**config.mk**
```make
export PLATFORM = sky130hd
export DESIGN_NAME = bpi_cmd_seq
export DESIGN_NICKNAME = d
export VERILOG_FILES = /design/src/rtl/bpi_pkg.sv /design/src/rtl/bpi_step_rom.sv /design/src/rtl/bpi_cmd_seq.sv
export SDC_FILE = /design/constraint.sdc
export NUM_CORES = 1
export LEC_CHECK = 0
export CAP_MARGIN = 20
export CORE_MARGIN = 1
export CORE_UTILIZATION = 37
export DETAILED_ROUTE_END_ITERATION = 8
export PLACE_DENSITY = 0.76
export SLEW_MARGIN = 10
export SYNTH_ARGS = -nofsm -noshare
export SYNTH_HDL_FRONTEND = slang
export SYNTH_HIERARCHICAL = 1
export SYNTH_SLANG_ARGS = --single-unit
export TNS_END_PERCENT = 5
```
**constraint.sdc**
```tcl
create_clock -name clk_i -period 2.86 [get_ports clk_i]
set_input_delay 0.572 -clock clk_i [delete_from_list [all_inputs] [get_ports clk_i]]
set_output_delay 0.572 -clock clk_i [all_outputs]
set_load 0.01 [all_outputs]
```
**src/rtl/bpi_pkg.sv**
```systemverilog
// ---------------------------------------------------------------------------
// bpi_pkg
// Shared definitions for the BPI command sequencer: opcode values, the flash
// command words written during multi-cycle sequences, status-register masks,
// the per-step data selector and the sequencer state encoding.
// No ports (package).
// ---------------------------------------------------------------------------
package bpi_pkg;

    // Command opcodes; 5..7 are illegal
    localparam logic [2:0] OP_READ   = 3'd0;
    localparam logic [2:0] OP_WRITE  = 3'd1;
    localparam logic [2:0] OP_PROG   = 3'd2;
    localparam logic [2:0] OP_ERASE  = 3'd3;
    localparam logic [2:0] OP_UNLOCK = 3'd4;

    // Flash command words
    localparam logic [15:0] FW_PROG_SETUP   = 16'h0040;
    localparam logic [15:0] FW_ERASE_SETUP  = 16'h0020;
    localparam logic [15:0] FW_CONFIRM      = 16'h00D0;
    localparam logic [15:0] FW_UNLOCK_SETUP = 16'h0060;
    localparam logic [15:0] FW_READ_SR      = 16'h0070;
    localparam logic [15:0] FW_READ_ARRAY   = 16'h00FF;

    // Status register masks
    localparam logic [15:0] SR_READY = 16'h0080;
    localparam logic [15:0] SR_ERR   = 16'h003A;

    // What a write step puts on the data bus
    typedef enum logic [2:0] {
        SEL_CMD_DATA,
        SEL_PROG_SETUP,
        SEL_ERASE_SETUP,
        SEL_CONFIRM,
        SEL_UNLOCK_SETUP,
        SEL_READ_SR,
        SEL_READ_ARRAY
    } data_sel_e;

    typedef enum logic [2:0] {
        ST_IDLE,
        ST_DECODE,
        ST_ISSUE,
        ST_WAIT_HI,
        ST_WAIT_LO,
        ST_STEP,
        ST_FINISH
    } state_e;

    function automatic logic op_is_legal(input logic [2:0] op);
        return op <= OP_UNLOCK;
    endfunction

    // Fixed flash command word for a selector; SEL_CMD_DATA is muxed by the caller
    function automatic logic [15:0] sel_word(input data_sel_e sel);
        logic [15:0] w;
        case (sel)
            SEL_PROG_SETUP:   w = FW_PROG_SETUP;
            SEL_ERASE_SETUP:  w = FW_ERASE_SETUP;
            SEL_CONFIRM:      w = FW_CONFIRM;
            SEL_UNLOCK_SETUP: w = FW_UNLOCK_SETUP;
            SEL_READ_SR:      w = FW_READ_SR;
            SEL_READ_ARRAY:   w = FW_READ_ARRAY;
            default:          w = 16'h0000;
        endcase
        return w;
    endfunction

endpackage

```
**src/rtl/bpi_step_rom.sv**
```systemverilog
// ---------------------------------------------------------------------------
// bpi_step_rom
// Combinational step table: for a legal opcode and step index, tells the
// sequencer whether the bus cycle is a read, whether it is the status poll,
// which data word a write carries, and whether it is the last step.
//   op_i       in  3  opcode of the command in progress
//   step_i     in  3  step index within the command's list
//   is_read_o  out 1  step is a read cycle (otherwise a write)
//   is_poll_o  out 1  step is the status-register poll read
//   data_sel_o out    selector for the write data word
//   last_o     out 1  no further steps follow this one
// ---------------------------------------------------------------------------
module bpi_step_rom
    import bpi_pkg::*;
(
    input  logic [2:0] op_i,
    input  logic [2:0] step_i,
    output logic       is_read_o,
    output logic       is_poll_o,
    output data_sel_e  data_sel_o,
    output logic       last_o
);

    always_comb begin
        is_read_o  = 1'b0;
        is_poll_o  = 1'b0;
        data_sel_o = SEL_CMD_DATA;
        last_o     = 1'b1;
        case (op_i)
            OP_READ: begin
                is_read_o = 1'b1;
            end
            OP_UNLOCK: begin
                if (step_i == 3'd0) begin
                    data_sel_o = SEL_UNLOCK_SETUP;
                    last_o     = 1'b0;
                end else begin
                    data_sel_o = SEL_CONFIRM;
                end
            end
            // PROG and ERASE share the read-SR / poll / read-array tail
            OP_PROG, OP_ERASE: begin
                last_o = 1'b0;
                case (step_i)
                    3'd0: data_sel_o = (op_i == OP_PROG) ? SEL_PROG_SETUP : SEL_ERASE_SETUP;
                    3'd1: data_sel_o = (op_i == OP_PROG) ? SEL_CMD_DATA : SEL_CONFIRM;
                    3'd2: data_sel_o = SEL_READ_SR;
                    3'd3: begin
                        is_read_o = 1'b1;
                        is_poll_o = 1'b1;
                    end
                    default: begin
                        data_sel_o = SEL_READ_ARRAY;
                        last_o     = 1'b1;
                    end
                endcase
            end
            default: begin
            end
        endcase
    end

endmodule

```
**src/rtl/bpi_cmd_seq.sv**
```systemverilog
// ---------------------------------------------------------------------------
// bpi_cmd_seq
// Accepts one flash command over valid/ready and expands it into single bus
// cycles for the downstream BPI interface FSM, polling the status register
// for program/erase, and reports completion with DONE/ERR.
//   clk_i, rst_ni               clock, async active-low reset
//   cmd_vld_i/cmd_rdy_o         command handshake
//   cmd_op_i/addr_i/data_i      opcode, word address, write/program data
//   rd_data_o/rd_vld_o          data of the last READ and its update pulse
//   status_o                    last status word read while polling
//   done_o/err_o                completion pulse and its error flag
//   execute_o/read_o/write_o    bus-cycle request to the interface FSM
//   bus_addr_o/bus_dout_o       address and write data of the current cycle
//   busy_i/load_i/bus_din_i     interface FSM busy, read strobe, read data
// ---------------------------------------------------------------------------
module bpi_cmd_seq
    import bpi_pkg::*;
#(
    parameter int ADDR_W   = 23,
    parameter int DATA_W   = 16,
    parameter int POLL_MAX = 65535,
    parameter int BUSY_TO  = 4
) (
    input  logic              clk_i,
    input  logic              rst_ni,
    input  logic              cmd_vld_i,
    output logic              cmd_rdy_o,
    input  logic [2:0]        cmd_op_i,
    input  logic [ADDR_W-1:0] cmd_addr_i,
    input  logic [DATA_W-1:0] cmd_data_i,
    output logic [DATA_W-1:0] rd_data_o,
    output logic              rd_vld_o,
    output logic [DATA_W-1:0] status_o,
    output logic              done_o,
    output logic              err_o,
    output logic              execute_o,
    output logic              read_o,
    output logic              write_o,
    output logic [ADDR_W-1:0] bus_addr_o,
    output logic [DATA_W-1:0] bus_dout_o,
    input  logic              busy_i,
    input  logic              load_i,
    input  logic [DATA_W-1:0] bus_din_i
);

    localparam int TO_W = $clog2(BUSY_TO + 1);

    state_e            state_q, state_d;
    logic [2:0]        op_q, op_d;
    logic [ADDR_W-1:0] addr_q, addr_d;
    logic [DATA_W-1:0] data_q, data_d;
    logic [2:0]        step_q, step_d;
    logic [15:0]       poll_cnt_q, poll_cnt_d;
    logic [TO_W-1:0]   to_cnt_q, to_cnt_d;
    logic              err_q, err_d;
    logic [DATA_W-1:0] rd_data_q, rd_data_d;
    logic              rd_vld_q, rd_vld_d;
    logic [DATA_W-1:0] status_q, status_d;

    logic              rom_is_read, rom_is_poll, rom_last;
    data_sel_e         rom_sel;
    logic [DATA_W-1:0] step_word;
    logic [15:0]       poll_inc;
    logic              in_cycle, accept;

    bpi_step_rom u_rom (
        .op_i       (op_q),
        .step_i     (step_q),
        .is_read_o  (rom_is_read),
        .is_poll_o  (rom_is_poll),
        .data_sel_o (rom_sel),
        .last_o     (rom_last)
    );

    assign step_word = (rom_sel == SEL_CMD_DATA) ? data_q : DATA_W'(sel_word(rom_sel));
    assign poll_inc  = (poll_cnt_q == 16'hFFFF) ? poll_cnt_q : poll_cnt_q + 16'd1;

    // A new command may be taken in the DONE cycle so back-to-back commands lose no cycle
    assign cmd_rdy_o = (state_q == ST_IDLE) || (state_q == ST_FINISH);
    assign accept    = cmd_vld_i && cmd_rdy_o;

    // Bus request decoded from the registered step, so it holds from EXECUTE until BUSY falls
    assign in_cycle   = (state_q == ST_ISSUE) || (state_q == ST_WAIT_HI) || (state_q == ST_WAIT_LO);
    assign execute_o  = (state_q == ST_ISSUE);
    assign read_o     = in_cycle && rom_is_read;
    assign write_o    = in_cycle && !rom_is_read;
    assign bus_addr_o = in_cycle ? addr_q : '0;
    assign bus_dout_o = write_o ? step_word : '0;

    assign done_o    = (state_q == ST_FINISH);
    assign err_o     = done_o && err_q;
    assign rd_data_o = rd_data_q;
    assign rd_vld_o  = rd_vld_q;
    assign status_o  = status_q;

    always_comb begin
        state_d    = state_q;
        op_d       = op_q;
        addr_d     = addr_q;
        data_d     = data_q;
        step_d     = step_q;
        poll_cnt_d = poll_cnt_q;
        to_cnt_d   = to_cnt_q;
        err_d      = err_q;
        rd_data_d  = rd_data_q;
        rd_vld_d   = 1'b0;
        status_d   = status_q;

        case (state_q)
            ST_DECODE: begin
                step_d     = 3'd0;
                poll_cnt_d = 16'd0;
                state_d    = ST_ISSUE;
            end
            ST_ISSUE: begin
                to_cnt_d = '0;
                state_d  = ST_WAIT_HI;
            end
            ST_WAIT_HI: begin
                if (busy_i) begin
                    state_d = ST_WAIT_LO;
                end else if (to_cnt_q == TO_W'(BUSY_TO - 1)) begin
                    err_d   = 1'b1;
                    state_d = ST_FINISH;
                end else begin
                    to_cnt_d = to_cnt_q + 1'b1;
                end
            end
            ST_WAIT_LO: begin
                if (load_i && rom_is_read) begin
                    if (rom_is_poll) begin
                        status_d = bus_din_i;
                    end else begin
                        rd_data_d = bus_din_i;
                        rd_vld_d  = 1'b1;
                    end
                end
                if (!busy_i) begin
                    state_d = ST_STEP;
                end
            end
            ST_STEP: begin
                if (rom_is_poll && !status_q[7]) begin
                    // Device still busy: reissue the same poll read until the budget runs out
                    poll_cnt_d = poll_inc;
                    if (poll_inc >= 16'(POLL_MAX)) begin
                        err_d   = 1'b1;
                        state_d = ST_FINISH;
                    end else begin
                        state_d = ST_ISSUE;
                    end
                end else begin
                    if (rom_is_poll) begin
                        poll_cnt_d = poll_inc;
                        err_d      = err_q | (|(status_q & DATA_W'(SR_ERR)));
                    end
                    if (rom_last) begin
                        state_d = ST_FINISH;
                    end else begin
                        step_d  = step_q + 3'd1;
                        state_d = ST_ISSUE;
                    end
                end
            end
            ST_FINISH: begin
                state_d = ST_IDLE;
            end
            default: begin
                state_d = ST_IDLE;
            end
        endcase

        // Illegal opcodes go straight to FINISH so DONE/ERR appear the cycle after accept
        if (accept) begin
            op_d    = cmd_op_i;
            addr_d  = cmd_addr_i;
            data_d  = cmd_data_i;
            err_d   = !op_is_legal(cmd_op_i);
            state_d = op_is_legal(cmd_op_i) ? ST_DECODE : ST_FINISH;
        end
    end

    always_ff @(posedge clk_i or negedge rst_ni) begin
        if (!rst_ni) begin
            state_q    <= ST_IDLE;
            op_q       <= '0;
            addr_q     <= '0;
            data_q     <= '0;
            step_q     <= '0;
            poll_cnt_q <= '0;
            to_cnt_q   <= '0;
            err_q      <= 1'b0;
            rd_data_q  <= '0;
            rd_vld_q   <= 1'b0;
            status_q   <= '0;
        end else begin
            state_q    <= state_d;
            op_q       <= op_d;
            addr_q     <= addr_d;
            data_q     <= data_d;
            step_q     <= step_d;
            poll_cnt_q <= poll_cnt_d;
            to_cnt_q   <= to_cnt_d;
            err_q      <= err_d;
            rd_data_q  <= rd_data_d;
            rd_vld_q   <= rd_vld_d;
            status_q   <= status_d;
        end
    end

endmodule

```
[After elaboration in Yosys (flattened, before gate mapping)]
Cells that the tools add are included.
Operators by class
  mux-type cells: 44
  reductions and logical operators: 29
  add/sub/neg operators: 3
  equal/unequal tests: 31
  bitwise gates (word level): 2
  $lt $le $gt $ge: 2
Operators by type and width (number)
  $mux 16: 5
  $pmux 8 s6: 1
  $mux 3: 13
  $pmux 16 s2: 1
  $eq 3x2->1 const B: 9
  $mux 23: 1
  $eq 3x3->1 const B: 7
  $pmux 3 s2: 3
  $add 16x1->16 const B: 1
  $eq 16x16->1 const B: 1
  $ge 16x16->1 const B: 1
  $pmux 3 s5: 1
  $mux 1: 13
  $logic_not 3->1: 4
  $pmux 3 s4: 1
  $reduce_and 3->1: 4
  $eq 3x1->1 const B: 3
  $ne 3x3->1 const B: 3
  $ne 2x2->1 const B: 4
  $ne 4x4->1 const B: 2
  $reduce_or 4->1: 2
  $add 3x1->3 const B: 2
  $logic_and 1x1->1: 6
  $pmux 1 s2: 3
  13 further kinds: 20
Storage, ports and cells
  bits in registers: 101

[Depth between registers and ports, before layout]
  word-level depth: 8
  gate-level depth with buffers: 9
  gate-level depth less buffers: 8

[Cells and area by module]
The synthesis kept the hierarchy.
Modules (own cells, without submodules)
  bpi_cmd_seq: cells an instance 453, times used 1, seq. area each 2527.4 sq um, area an instance 5001.0 sq um
  bpi_step_rom: cells an instance 24, times used 1, seq. area each 0.0 sq um, area an instance 160.2 sq um

[Worst setup path before layout]
No wires, ideal clock.
  path kind: flip-flop to flip-flop
  start: register poll_cnt_q[0]
  end: register state_q[2]
  cell stages (with the launch flop): 10
  path buffers: 1
  setup slack: 0.377 ns
  setup time: 0.086 ns
  data arrival time: 2.397 ns
  required time: 2.774 ns
  cells stage by stage: dfrtp_1 > ha_1 > and2_0 > clkbuf_1 > o311a_4 > or4_4 > a211oi_2 > a41oi_1 > or3_1 > o221ai_2
Between the ends
  cells in the longest elaborated chain, start to end: 7
RTL lines
  start, declared: line bpi_cmd_seq.sv:53  | logic [15:0] poll_cnt_q, poll_cnt_d;
  start signal, assigned: line bpi_cmd_seq.sv:202  | poll_cnt_q <= poll_cnt_d;
  $add 16x1->16 / $eq 16x16->1 (equally long branches): line bpi_cmd_seq.sv:76  | assign poll_inc = (poll_cnt_q == 16'hFFFF) ? poll_cnt_q : poll_cnt_q + 16'd1;
  $mux 16 (*): line bpi_cmd_seq.sv:76
  $ge 16x16->1 (*): line bpi_cmd_seq.sv:146  | if (poll_inc >= 16'(POLL_MAX)) begin
  $mux 3 (*): line bpi_cmd_seq.sv:146
  $mux 3 (*): line bpi_cmd_seq.sv:143  | if (rom_is_poll && !status_q[7]) begin
  $pmux 3 s5 (*): line bpi_cmd_seq.sv:109  | case (state_q)
  $mux 3 (*): line bpi_cmd_seq.sv:174  | if (accept) begin
  end signal, assigned: line bpi_cmd_seq.sv:197  | state_q <= state_d;
  end, declared: line bpi_cmd_seq.sv:48  | state_e state_q, state_d;
Every way passes the cells marked *; elsewhere a longest branch is shown, timed or not.
A chain may end at the register's enable or synchronous reset.

[Worst setup path after layout]
  start: register step_q[1]
  end: output port bus_dout_o[4]
Between the ends
  cells in the longest elaborated chain, start to end: 7
RTL lines
  start, declared: line bpi_cmd_seq.sv:52  | logic [2:0] step_q, step_d;
  start signal, assigned: line bpi_cmd_seq.sv:201  | step_q <= step_d;
  $eq 3x2->1 (tied with other cells): line bpi_step_rom.sv:44  | case (step_i)
  $pmux 3 s4 / $mux 3 (equally long branches): line bpi_step_rom.sv:44, bpi_step_rom.sv:34
  $pmux 3 s2 (*): line bpi_step_rom.sv:29  | case (op_i)
  net rom_sel[0]: line bpi_cmd_seq.sv:61  | data_sel_e rom_sel;
  $eq 3x3->1 (tied with other cells): line bpi_pkg.sv:57  | case (sel)
  $pmux 8 s6: line bpi_pkg.sv:57
  $mux 16 (*): line bpi_cmd_seq.sv:75  | assign step_word = (rom_sel == SEL_CMD_DATA) ? data_q : DATA_W'(sel_word(rom_sel));
  $mux 16 (*): line bpi_cmd_seq.sv:88  | assign bus_dout_o = write_o ? step_word : '0;
  end, declared: line bpi_cmd_seq.sv:40  | output logic [DATA_W-1:0] bus_dout_o,
The timed path passes the listed nets; every way through them passes the cells marked *.

==> impl_metrics.py <==
metrics = {
    "outcome": {
        "status": "finished, violations left",
        "violations": "negative setup slack",
    },
    "floorplan": {
        "io-pin-count": 141,
        "num_rows": 42,
        "start_util_pct": 38.5,
        "dieHeight_um": 120,
        "die_w_um": 120,
        "fp.dieArea_um2": 14400,
        "core-area_um2": 13400,
    },
    "timing": {
        "slew_headroom_pct": 60.0,
        "fin_crit_sh_pct": 101,
        "worstMarginPinSlew_ns": 0.600,
        "finalHoldViolations": 0,
        "fin_crit_ns": 2.90,
        "grt_setup_unrepaired": "yes",
        "fin_hold_ws_ns": 0.215,
        "maxSlewViolCount": 0,
        "setup_slack_ns": -0.0409,
        "fin_skew_ns": 0.0111,
        "finalSetupViolCount": 6,
        "fmax_ghz": 0.345,
    },
    "drt": {
        "vias_per_cell": 5.41,
        "ant_nets": 0,
        "drtIter0Drc": 295,
        "detail_route.wl_per_cell_um": 16.7,
        "drc": 0,
        "first_pass_iters": 5,
        "vias": 4439,
        "wirelength_mm": 13.7,
    },
    "grt": {
        "grt_max_degree": 56,
        "grt_overflow": 0,
        "antenna_found_initial": 0,
        "grt_pass1_vias": 4587,
        "grt_pass1_wl_mm": 22.6,
        "track_usage_pct": 19.9,
    },
    "place": {
        "dp_hpwl_mm": 10.1,
        "dp_cells": 803,
        "portBuffers": 140,
        "place_ws_ns": -0.0239,
        "gp_congestion": 0.996,
        "placed_cell_area_um2": 6970,
    },
    "setup_path": {
        "reg2regPathDepth": 8,
        "crit_end": "bus_dout_o[4]",
        "worstPathCellList": "nand2b_4, mux2_4, o32ai_2, buf_4, nor2_1, a211oi_1, a211oi_1, dlygate4sd2_1",
        "start_kind": "flop",
        "end_kind": "output pin",
        "critPathLaunch": "step_q[1]$_DFFE_PN0P_",
        "r2r_slack_ns": 0.17,
        "critPathTopFamily": "compound AO/OA/AOI/OAI gates",
        "crit_arrival_ns": 2.33,
        "worst_path_max_delay_cell": "dfrtp_1",
        "worst-path-stages": 8,
        "r2r-start": "poll_cnt_q[0]$_DFFE_PN0P_",
        "slowest_delay_ns": 0.44,
        "path_max_fanout": 6,
        "worstPathRequired_ns": 2.29,
        "cp_common_cell": "a211oi_1",
        "crit_buf_inv": 2,
        "timing.rr.end": "state_q[2]$_DFFE_PN0P_",
        "critPathKind": "reg2out",
    },
    "clock_network": {
        "cts.sinks": 101,
        "cts_hold_buffers": 0,
        "cts-htree-levels": 3,
        "insertion_delay_ns": 0.35,
        "cts-root-buf": "clkbuf_16",
        "cts_tree": "yes",
        "path_clk_slew_ns": 0.07,
        "clock_path_buffers": 2,
        "cts-buffers-inserted": 9,
    },
    "pwr": {
        "leakage_nw": 3.11,
        "max-vdd-ir-drop_mv": 0.577,
        "p_per_area_nw_per_um2": 934,
    },
    "job": {
        "drv_cap": 0,
    },
    "synth": {
        "synth_most_common_cell": "dfrtp_1",
        "synth.distinct_cells": 59,
        "yosys-top-cells-count": "dfrtp_1, mux2_2, nor2_1",
        "synth_top_area_cell": "dfrtp_1",
        "seq_area_frac_synth_pct": 49.0,
        "synth_area_leaders": "dfrtp_1, mux2_2, nor2b_1, nor2_1, o21ai_0",
        "synthesis.nets": 544,
        "yosys.area.top_type_share_pct": 49.0,
        "syn_avg_cell_area_um2": 10.8,
        "ys.flop_type": "dfrtp_1",
        "async_reset_ff_share_pct": 100,
        "synth_cells": 477,
        "ys_warn_count": 6,
        "synth-edff-count": 0,
        "ys_ff_latch": 101,
        "syn_area_um2": 5160,
    },
    "cells_and_area": {
        "fin_area_um2": 7300,
        "layout.nets": 707,
        "antenna_cells": 0,
        "layout-drive-gt1-share_pct": 25.9,
        "fin_cells": 821,
        "area_delta_synth_final_pct": 41.4,
    },
    "hold_path": {
        "min_path_type": "in2async",
    },
}
[how the worst min path moves through the flow]
| stage | startpoint | end | cells after the start |
|---|---|---|---|
| 2_1_floorplan | rst_ni | addr_q[0]$_DFFE_PN0P_ | 0 |
| 3_3_place_gp | addr_q[8]$_DFFE_PN0P_ | addr_q[8]$_DFFE_PN0P_ | 1 |
| 3_5_place_dp | addr_q[9]$_DFFE_PN0P_ | addr_q[9]$_DFFE_PN0P_ | 1 |
| 4_1_cts | rst_ni | status_o[10]$_DFFE_PN0P_ | 1 |
| 5_1_grt | rst_ni | status_o[10]$_DFFE_PN0P_ | 1 |
| 6_report | rst_ni | status_o[10]$_DFFE_PN0P_ | 1 |
[power breakdown]
part           total (mW)  internal (mW)  switching [mW]
sequential           2.21           1.91           0.297
clock                1.26          0.709           0.549
combinational        3.35           1.85            1.50
[sequential cells by signal, indices dropped and copies added (netlist names)]
register    cells
rd_vld_o        1
poll_cnt_q     16
status_o       16
op_q            3
rd_data_o      16
err_q           1
addr_q         23
to_cnt_q        3
data_q         16
step_q          3
state_q         3
[area by class of cell]
class,instances,area (µm²)
Clock buffer,10,239
Clock inverter,6,66.3
Fill cell,1114,6100
Inverter,8,30.0
Multi-Input combinational cell,344,2530
Sequential cell,101,2530
Tap cell,176,220
Timing Repair Buffer,176,1680
[cell usage in the layout (no fill, tap or decap), types with 6 or more instances in the layout]
cell             count
and2_1              11
a21oi_1             17
a31oi_1              6
nor2b_1             30
mux2_2              75
clkdlybuf4s15_2      7
clkdlybuf4s50_1    120
clkbuf_16            9
dfrtp_1             97
nor2_1              34
nor3_1               7
nand3_1              9
inv_1                8
buf_4               35
nand4_1              7
o21ai_0             27
nand2_1             28
a211oi_1             6
[layer usage]
layer	global-route usage (%)	wire length, µm	up-vias
met2	32.7	6820	193
met3	5.09	1070	29
li1	-	-	2068
met4	9.61	360	0
met5	0	0	-
met1	24.1	5470	2149
[timing repair]
action	CTS	global route
buffers inserted	2	0
pin swaps	3	1
endpoints found under the setup margin	16	19
resized for setup	39	20
[per-stage QoR]
step / power, mW / util [%] / TNS [ns]
6_report: 6.81 / 54.5 / -0.0681
3_3_place_gp: 5.46 / 52.0 / 0
3_5_place_dp: 5.60 / 52.0 / -0.102
5_1_grt: 7.23 / 54.5 / -1.06
4_1_cts: 6.90 / 54.5 / -0.105
2_1_floorplan: 3.95 / - / 0
[cells by family (layout without fill, tap and decap cells)]
logic type	Yosys count	count (layout)	synth area share [%]
adder cells (fa/ha/maj)	5	5	1.16
AO/OA/AOI/OAI	88	88	11.7
buffers and inverters	32	200	2.45
flip-flops	101	101	49.0
AND/OR/NAND/NOR	173	173	18.7
multiplexers	76	76	16.7
XOR/XNOR	2	2	0.339
Note: power is estimated with default switching activity, not from simulation.
